==> config.mk <==
export PLATFORM = sky130hd
export DESIGN_NAME = seq_restoring_divider
export DESIGN_NICKNAME = d
export VERILOG_FILES = /design/src/rtl/seq_restoring_divider.sv
export SDC_FILE = /design/constraint.sdc
export NUM_CORES = 1
export LEC_CHECK = 0
export CORE_MARGIN = 2
export CORE_UTILIZATION = 60
export CTS_BUF_LIST = sky130_fd_sc_hd__clkbuf_8
export DETAILED_ROUTE_END_ITERATION = 7
export DONT_BUFFER_PORTS = 1
export MAX_ROUTING_LAYER = met4
export PLACE_DENSITY = 0.81
export SYNTH_ARGS = -nofsm -noshare
export SYNTH_HDL_FRONTEND = slang
export SYNTH_SLANG_ARGS = --single-unit
==> constraint.sdc <==
create_clock -name clk -period 4.64 [get_ports clk]
set_input_delay 0.696 -clock clk [delete_from_list [all_inputs] [get_ports clk]]
set_output_delay 0.696 -clock clk [all_outputs]
set_load 0.01 [all_outputs]
==> src/rtl/seq_restoring_divider.sv <==
// Multi-cycle restoring divider: one quotient bit per clock, optional signed mode,
// divide-by-zero detection and valid/ready handshakes on request and result.
module seq_restoring_divider #(
  parameter int unsigned WIDTH     = 8,
  parameter bit          SIGNED_EN = 1'b1
) (
  input  logic             clk,
  input  logic             rst,
  input  logic             start_valid,
  output logic             start_ready,
  input  logic [WIDTH-1:0] dividend,
  input  logic [WIDTH-1:0] divisor,
  input  logic             is_signed,
  output logic             busy,
  output logic             out_valid,
  input  logic             out_ready,
  output logic [WIDTH-1:0] quotient,
  output logic [WIDTH-1:0] remainder,
  output logic             div_by_zero
);

  localparam int unsigned CW = $clog2(WIDTH + 1);
  localparam logic [WIDTH-1:0] ONE = WIDTH'(1);

  typedef enum logic [1:0] {S_IDLE, S_CALC, S_DONE} state_t;

  state_t           r_state;
  logic [WIDTH:0]   r_a;
  logic [WIDTH-1:0] r_q;
  logic [WIDTH-1:0] r_m;
  logic [CW-1:0]    r_cnt;
  logic             r_neg_q;
  logic             r_neg_r;

  logic             w_signed;
  logic             w_dvd_neg;
  logic             w_dvs_neg;
  logic [WIDTH-1:0] w_dvd_mag;
  logic [WIDTH-1:0] w_dvs_mag;
  logic [WIDTH:0]   w_a_sh;
  logic [WIDTH:0]   w_diff;
  logic [WIDTH:0]   w_a_nxt;
  logic [WIDTH-1:0] w_q_nxt;
  logic [WIDTH-1:0] w_q_fin;
  logic [WIDTH-1:0] w_r_fin;

  // Operand magnitudes; the most negative value maps to 100..0, valid as unsigned
  assign w_signed  = SIGNED_EN && is_signed;
  assign w_dvd_neg = w_signed && dividend[WIDTH-1];
  assign w_dvs_neg = w_signed && divisor[WIDTH-1];
  assign w_dvd_mag = w_dvd_neg ? (~dividend) + ONE : dividend;
  assign w_dvs_mag = w_dvs_neg ? (~divisor) + ONE : divisor;

  // One shift/subtract/restore step; A never exceeds M so WIDTH+1 bits hold the sign
  assign w_a_sh  = {r_a[WIDTH-1:0], r_q[WIDTH-1]};
  assign w_diff  = w_a_sh - {1'b0, r_m};
  assign w_a_nxt = w_diff[WIDTH] ? w_a_sh : w_diff;
  assign w_q_nxt = {r_q[WIDTH-2:0], ~w_diff[WIDTH]};

  // Truncating division: remainder follows the dividend sign
  assign w_q_fin = r_neg_q ? (~w_q_nxt) + ONE : w_q_nxt;
  assign w_r_fin = r_neg_r ? (~w_a_nxt[WIDTH-1:0]) + ONE : w_a_nxt[WIDTH-1:0];

  always_ff @(posedge clk) begin
    if (rst) begin
      r_state     <= S_IDLE;
      r_a         <= '0;
      r_q         <= '0;
      r_m         <= '0;
      r_cnt       <= '0;
      r_neg_q     <= 1'b0;
      r_neg_r     <= 1'b0;
      quotient    <= '0;
      remainder   <= '0;
      div_by_zero <= 1'b0;
      out_valid   <= 1'b0;
      busy        <= 1'b0;
      start_ready <= 1'b1;
    end else begin
      case (r_state)
        S_IDLE: begin
          if (start_valid) begin
            start_ready <= 1'b0;
            busy        <= 1'b1;
            r_neg_q     <= w_dvd_neg ^ w_dvs_neg;
            r_neg_r     <= w_dvd_neg;
            if (divisor == '0) begin
              quotient    <= '1;
              remainder   <= dividend;
              div_by_zero <= 1'b1;
              out_valid   <= 1'b1;
              r_state     <= S_DONE;
            end else begin
              r_a         <= '0;
              r_q         <= w_dvd_mag;
              r_m         <= w_dvs_mag;
              r_cnt       <= CW'(WIDTH);
              div_by_zero <= 1'b0;
              r_state     <= S_CALC;
            end
          end
        end
        S_CALC: begin
          r_a   <= w_a_nxt;
          r_q   <= w_q_nxt;
          r_cnt <= r_cnt - CW'(1);
          if (r_cnt == CW'(1)) begin
            quotient  <= w_q_fin;
            remainder <= w_r_fin;
            out_valid <= 1'b1;
            r_state   <= S_DONE;
          end
        end
        S_DONE: begin
          if (out_ready) begin
            out_valid   <= 1'b0;
            busy        <= 1'b0;
            start_ready <= 1'b1;
            r_state     <= S_IDLE;
          end
        end
        default: r_state <= S_IDLE;
      endcase
    end
  end

endmodule

==> results.json <==
{
  "status": "completed",
  "critPathKind": "flop to flop",
  "syn_nets": 458,
  "track_usage_pct": 29.3,
  "async_reset_ff_share_pct": 0,
  "drive_gt1_share_pct": 5.85,
  "die_width_um": 78.4,
  "cts_setup_buffers": 0,
  "vias": 3008,
  "synth_fa_ha_area_share_pct": 5.88,
  "clockRootBuffer": "clkbuf_8",
  "drt-vias-per-instance": 6.24,
  "synth_warnings": 0,
  "synth_edf_count": 0,
  "layout_commonest_cell": "nor2_1",
  "cts.path.max_buffers": 2,
  "cts_made_buffers": 5,
  "n_antenna_cell": 0,
  "clock.fmax_ghz": 0.257,
  "hpwl_um": 6070,
  "hold_viol": 0,
  "yosys_most_used_dff": "dfxtp_1",
  "cap_viol_max_count": 0,
  "synth_simple_gate_area_share_pct": 20.4,
  "synth-compound-area-share_pct": 25.6,
  "critPathLaunch": "r_q[7]",
  "synth_mux_area_share_pct": 3.32,
  "overflow": 0,
  "setup_violations": 0,
  "hp-start": "rst",
  "grt_antenna_before_repair": 0,
  "avgSynthCellArea_um2": 7.86,
  "start_util_pct": 61.0,
  "clk_latency_ps": 320,
  "grt_max_degree": 54,
  "post-synth-top-area-cell": "dfxtp_1",
  "clock-sinks": 52,
  "core_um2": 5440,
  "io_pins": 41,
  "area_growth_pct": 3.32,
  "first_iter_violations": 193,
  "synth_seq_cells": 52,
  "synth_top_area_share_pct": 31.4,
  "critical_path.max_fanout": 20,
  "ys_seq_area_share_pct": 31.4,
  "routabilityCongestion": 0.882,
  "core.rowCount": 27,
  "ctsResizeCount": 0,
  "powerDensity_nw_per_um2": 447,
  "final_cell_mix": "68 x nor2_1, 52 x dfxtp_1, 31 x nand2_1, 27 x inv_1, 27 x a21oi_1",
  "endpoint_kind": "flop",
  "portBuffers": 0,
  "cp_data_arrival_time_ps": 4120,
  "routed_wl_um": 8220,
  "relSlewSlack_pct": 38.5,
  "cts_hold_buf": 0,
  "min_path_type": "primary input to flop",
  "ir_drop_mv": 0.273,
  "drv_slew": 0,
  "die_area_um2": 6140,
  "finalPower_mw": 1.53,
  "p_leak_nw": 1.27,
  "tns_ps": 0,
  "drc": 0,
  "reg2reg_from": "r_q[7]",
  "routedWlPerCell_um": 17.1,
  "dr.pass1.iters": 4,
  "syn_inst": 422,
  "yosys-top-cells-area": "dfxtp_1 31%, nor2_1 7.7%, ha_1 5.3%",
  "cts_tree": "built",
  "die_h_um": 78.4,
  "grt_pass1_vias": 2922,
  "clkTransAtPathRegs_ps": 100,
  "synth_xor_xnor_area_share_pct": 7.35,
  "skew_ps": 9.33,
  "n_fill_cell": 492,
  "antenna_left": 0,
  "synth_top_family_by_area": "compound AO/OA/AOI/OAI gates",
  "cp-start-kind": "flop",
  "netlist_area_um2": 3320,
  "crit_required_ps": 4860,
  "rsz0062_at_grt": "false",
  "period_minus_slack_ps": 3900,
  "grt_pass1_wl_um": 13900,
  "tightest_slew_ps": 919,
  "fin_crit_sh_pct": 84.0,
  "synth_cell_type_count": 57,
  "nNetsFinal": 445,
  "h-tree-depth": 2
}
## layer usage
layer,track usage (%),vias to the layer above,wire length [um]
met1,35.7,1396,3520
met4,10.0,0,137
met5,-,-,0
met3,7.82,17,650
met2,47.1,108,3920
li1,-,1487,-
## power breakdown
part	total [mW]	switching (mW)	internal (mW)
clock network	0.278	0.159	0.119
logic	0.717	0.422	0.295
registers	0.539	0.0552	0.484
## cell type report
cell class	count	area [um^2]	area share, %
clock buffers	6	82.6	2.41
clock inverters	2	11.3	0.328
inverters	27	101	2.96
multi-input cells	320	2080	60.7
flip-flops and latches	52	1040	30.4
well taps	72	90.1	2.63
repair buffers	3	22.5	0.657
## path summary, 6_finish.rpt
kind	endpoint	slack [ps]	depth (start not counted)
worst max-delay path	remainder[6]	740	18
worst min register to register	r_m[5]	500	2
worst max register to register	remainder[6]	740	18
worst min-delay path	quotient[1]	430	1
## sequential cells by signal, indices dropped and copies added (netlist names)
| register | count |
|---|---|
| busy | 1 |
| div_by_zero | 1 |
| out_valid | 1 |
| quotient | 8 |
| r_a | 8 |
| r_cnt | 4 |
| r_m | 8 |
| r_neg_q | 1 |
| r_neg_r | 1 |
| r_q | 8 |
| r_state | 2 |
| remainder | 8 |
| start_ready | 1 |
## cell families (layout without fill, tap and decap cells)
| logic type | count (synthesis) | after routing |
|---|---|---|
| fa+ha+maj | 15 | 15 |
| compound gates | 121 | 121 |
| xor+xnor | 27 | 27 |
| flops | 52 | 52 |
| mux | 9 | 9 |
| simple gates | 148 | 148 |
| buf+inv | 50 | 38 |
## cell usage after synthesis (all sizes together), types with 6 or more instances
master  instances
o211ai          8
o21ai          15
buf             6
nand2          31
ha             14
nand2b          7
nor3           11
clkbuf         17
xnor2          20
nor2           68
a21oi          28
dfxtp          52
inv            27
xor2            7
a311oi          7
or3             6
a211oi         18
a31oi          12
## critical path, cell delays in order (launching register included)
cell and delay [ps]:
dfxtp_1 360, inv_1 70, ha_1 170, inv_1 60
fa_1 400, a21o_1 200, a22o_4 280, o21ai_4 190
xnor2_2 140, buf_4 280, nand2_1 100, o21ai_0 100
ha_1 220, nor3b_1 350, nand2_1 90, o211ai_1 220
a31oi_2 60, xnor2_1 150, a2111oi_2 330
## through the flow
stage / instances / area [um^2] / util [%] / hold WS (ps) / worst slack [ps]
6_report: 482 / 3430 / 63.0 / 432 / 744
2_1_floorplan: 422 / 3320 / - / 440 / 988
3_3_place_gp: 474 / 3330 / 61.3 / 471 / 930
5_1_grt: 482 / 3430 / 63.0 / 426 / 398
3_5_place_dp: 474 / 3330 / 61.3 / 479 / 792
4_1_cts: 482 / 3430 / 63.0 / 432 / 768
Power figures use the tool's default switching activity.
==> edit (same flow settings) <==
Add an input register stage for `dividend`, without a reset; this delays it by one clock. The other inputs are not delayed to match.
--- a/src/rtl/seq_restoring_divider.sv
+++ b/src/rtl/seq_restoring_divider.sv
@@ -24,6 +24,12 @@
 
   typedef enum logic [1:0] {S_IDLE, S_CALC, S_DONE} state_t;
 
+  logic [WIDTH-1:0] dividend_q;
+
+  always_ff @(posedge clk) begin
+    dividend_q <= dividend;
+  end
+
   state_t           r_state;
   logic [WIDTH:0]   r_a;
   logic [WIDTH-1:0] r_q;
@@ -46,9 +52,9 @@
 
   // Operand magnitudes; the most negative value maps to 100..0, valid as unsigned
   assign w_signed  = SIGNED_EN && is_signed;
-  assign w_dvd_neg = w_signed && dividend[WIDTH-1];
+  assign w_dvd_neg = w_signed && dividend_q[WIDTH-1];
   assign w_dvs_neg = w_signed && divisor[WIDTH-1];
-  assign w_dvd_mag = w_dvd_neg ? (~dividend) + ONE : dividend;
+  assign w_dvd_mag = w_dvd_neg ? (~dividend_q) + ONE : dividend_q;
   assign w_dvs_mag = w_dvs_neg ? (~divisor) + ONE : divisor;
 
   // One shift/subtract/restore step; A never exceeds M so WIDTH+1 bits hold the sign
@@ -86,7 +92,7 @@
             r_neg_r     <= w_dvd_neg;
             if (divisor == '0) begin
               quotient    <= '1;
-              remainder   <= dividend;
+              remainder   <= dividend_q;
               div_by_zero <= 1'b1;
               out_valid   <= 1'b1;
               r_state     <= S_DONE;
Behaviour: not the same (Yosys sat finds a counterexample within 4 cycles, from zero or initial values and one cycle with rst high).
==> edit against the original RTL <==
  * Core utilization rose by 3.6 points
  * Cell area rose by 7.0%
  * Area after synthesis rose by 3.4%
  * Maximum frequency rose by 5.9%
  * Critical path depth fell by 5
  * Power barely moved
  * Sequential cell count rose by 8
  * Routed wire length fell by 8.1%
  * Worst setup slack improved by 220 ps
  * Clock power rose by 76%
  * Via count fell by 3.7%
  * Critical endpoint unchanged
==> edit: results (changes against the original RTL) <==
- Status: finished clean
- Global-route wire length before repair: 12.6 mm (-9.6%)
- # H-tree levels: 3 (+1)
- Register-to-Register Path Depth: 13 (-5)
- Post-DP HPWL: 5.47 mm (-9.8%)
- Hold path startpoint: dividend[7]
- Largest stage delay on the critical path: 560 ps (+160 ps)
- Crit-path slowest cell: a221o_2
- Arr. time, crit path: 3940 ps (-180 ps)
- Post-synth net total: 457 (-0.22%)
- Hold depth: 0 (-1)
- Leakage: 1.38 nW (+8.4%)
- Met1 GRT Util: 33.3% (-2.4 points)
- Post-synth ARST share: 0% (unchanged)
- Total track usage: 25.7% (-3.5 points)
- Fin cells: 491 (+1.9%)
- Placed Cells: 475 (+0.21%)
- Reg clk slew, reported paths: 70 ps (-30 ps)
- Placed cell areas: 3460 sq um (+3.7%)
- GR Layer Usage met2: 39.9% (-7.2 points)
- Post-synth top cells: nor2_1, dfxtp_1, a21oi_1
- DR WL/cell: 15.4 um (-9.8%)
- Clock Skew: 11.3 ps (+2.00 ps)
- Area Growth Syn to Fin: 6.89%
- Met3 Wirelength: 548 um (-16%)
- Hold_ws: 377 ps (-55.2 ps)
- Clk_lat worst skew: 340 ps (+20 ps)
- Post-synthesis sequential area ratio: 35.0% (+3.6 points)
- Via count: 2897 (-3.7%)
- GP Congestion: 0.849 (-3.7%)
- Num CTS Buffers: 9 (+4)
- Maximum fanout along the worst path: 24 (+20%)
- Mapped Cells: 421 (-0.24%)
- Setup slack, reg-to-reg: 960 ps (+220 ps)
- CTS root buffer: clkbuf_8
- Hold EP: dividend_q[7]$_DFF_P_
- Period utilization: 79.3% (-4.6 points)
- DRT iter0 DRCs: 155 (-20%)
- Largest net degree at the start of global routing: 53 (-1.9%)
- Nets: 450 (+1.1%)
- M3 GR Usage: 5.32% (-2.5 points)
- Peak supply drop: 269 uV (-1.7%)
- Worst r2r dst: remainder[6]$_SDFFE_PP0P_
- Synth area leaders: dfxtp_1, nor2_1, a21oi_1, ha_1, a211oi_1
-- edit: layout make-up --
class	instances	area [sq um]
Clock buffer	11	151
Clock inverter	5	58.8
Fill cell	444	1840
Inverter	21	78.8
Multi-Input combinational cell	319	2060
Sequential cell	60	1200
Tap cell	72	90.1
Timing Repair Buffer	3	22.5
-- edit: where the power goes --
| group | switching (mW) | leakage (nW) | total, mW | internal, mW |
|---|---|---|---|---|
| Clock | 0.211 | 0.102 | 0.489 | 0.278 |
| Sequential | 0.0474 | 0.492 | 0.601 | 0.553 |
| Combinational | 0.256 | 0.788 | 0.444 | 0.188 |
-- edit: kinds of logic (layout without fill, tap and decap cells) --
kind of cell	Yosys count	in the layout	share of synthesized area, %
xor+xnor	28	28	7.15
simple gates	152	152	20.2
buf+inv	42	40	4.96
mux	12	12	3.68
fa+ha+maj	15	15	5.69
compound gates	112	112	23.3
flops	60	60	35.0
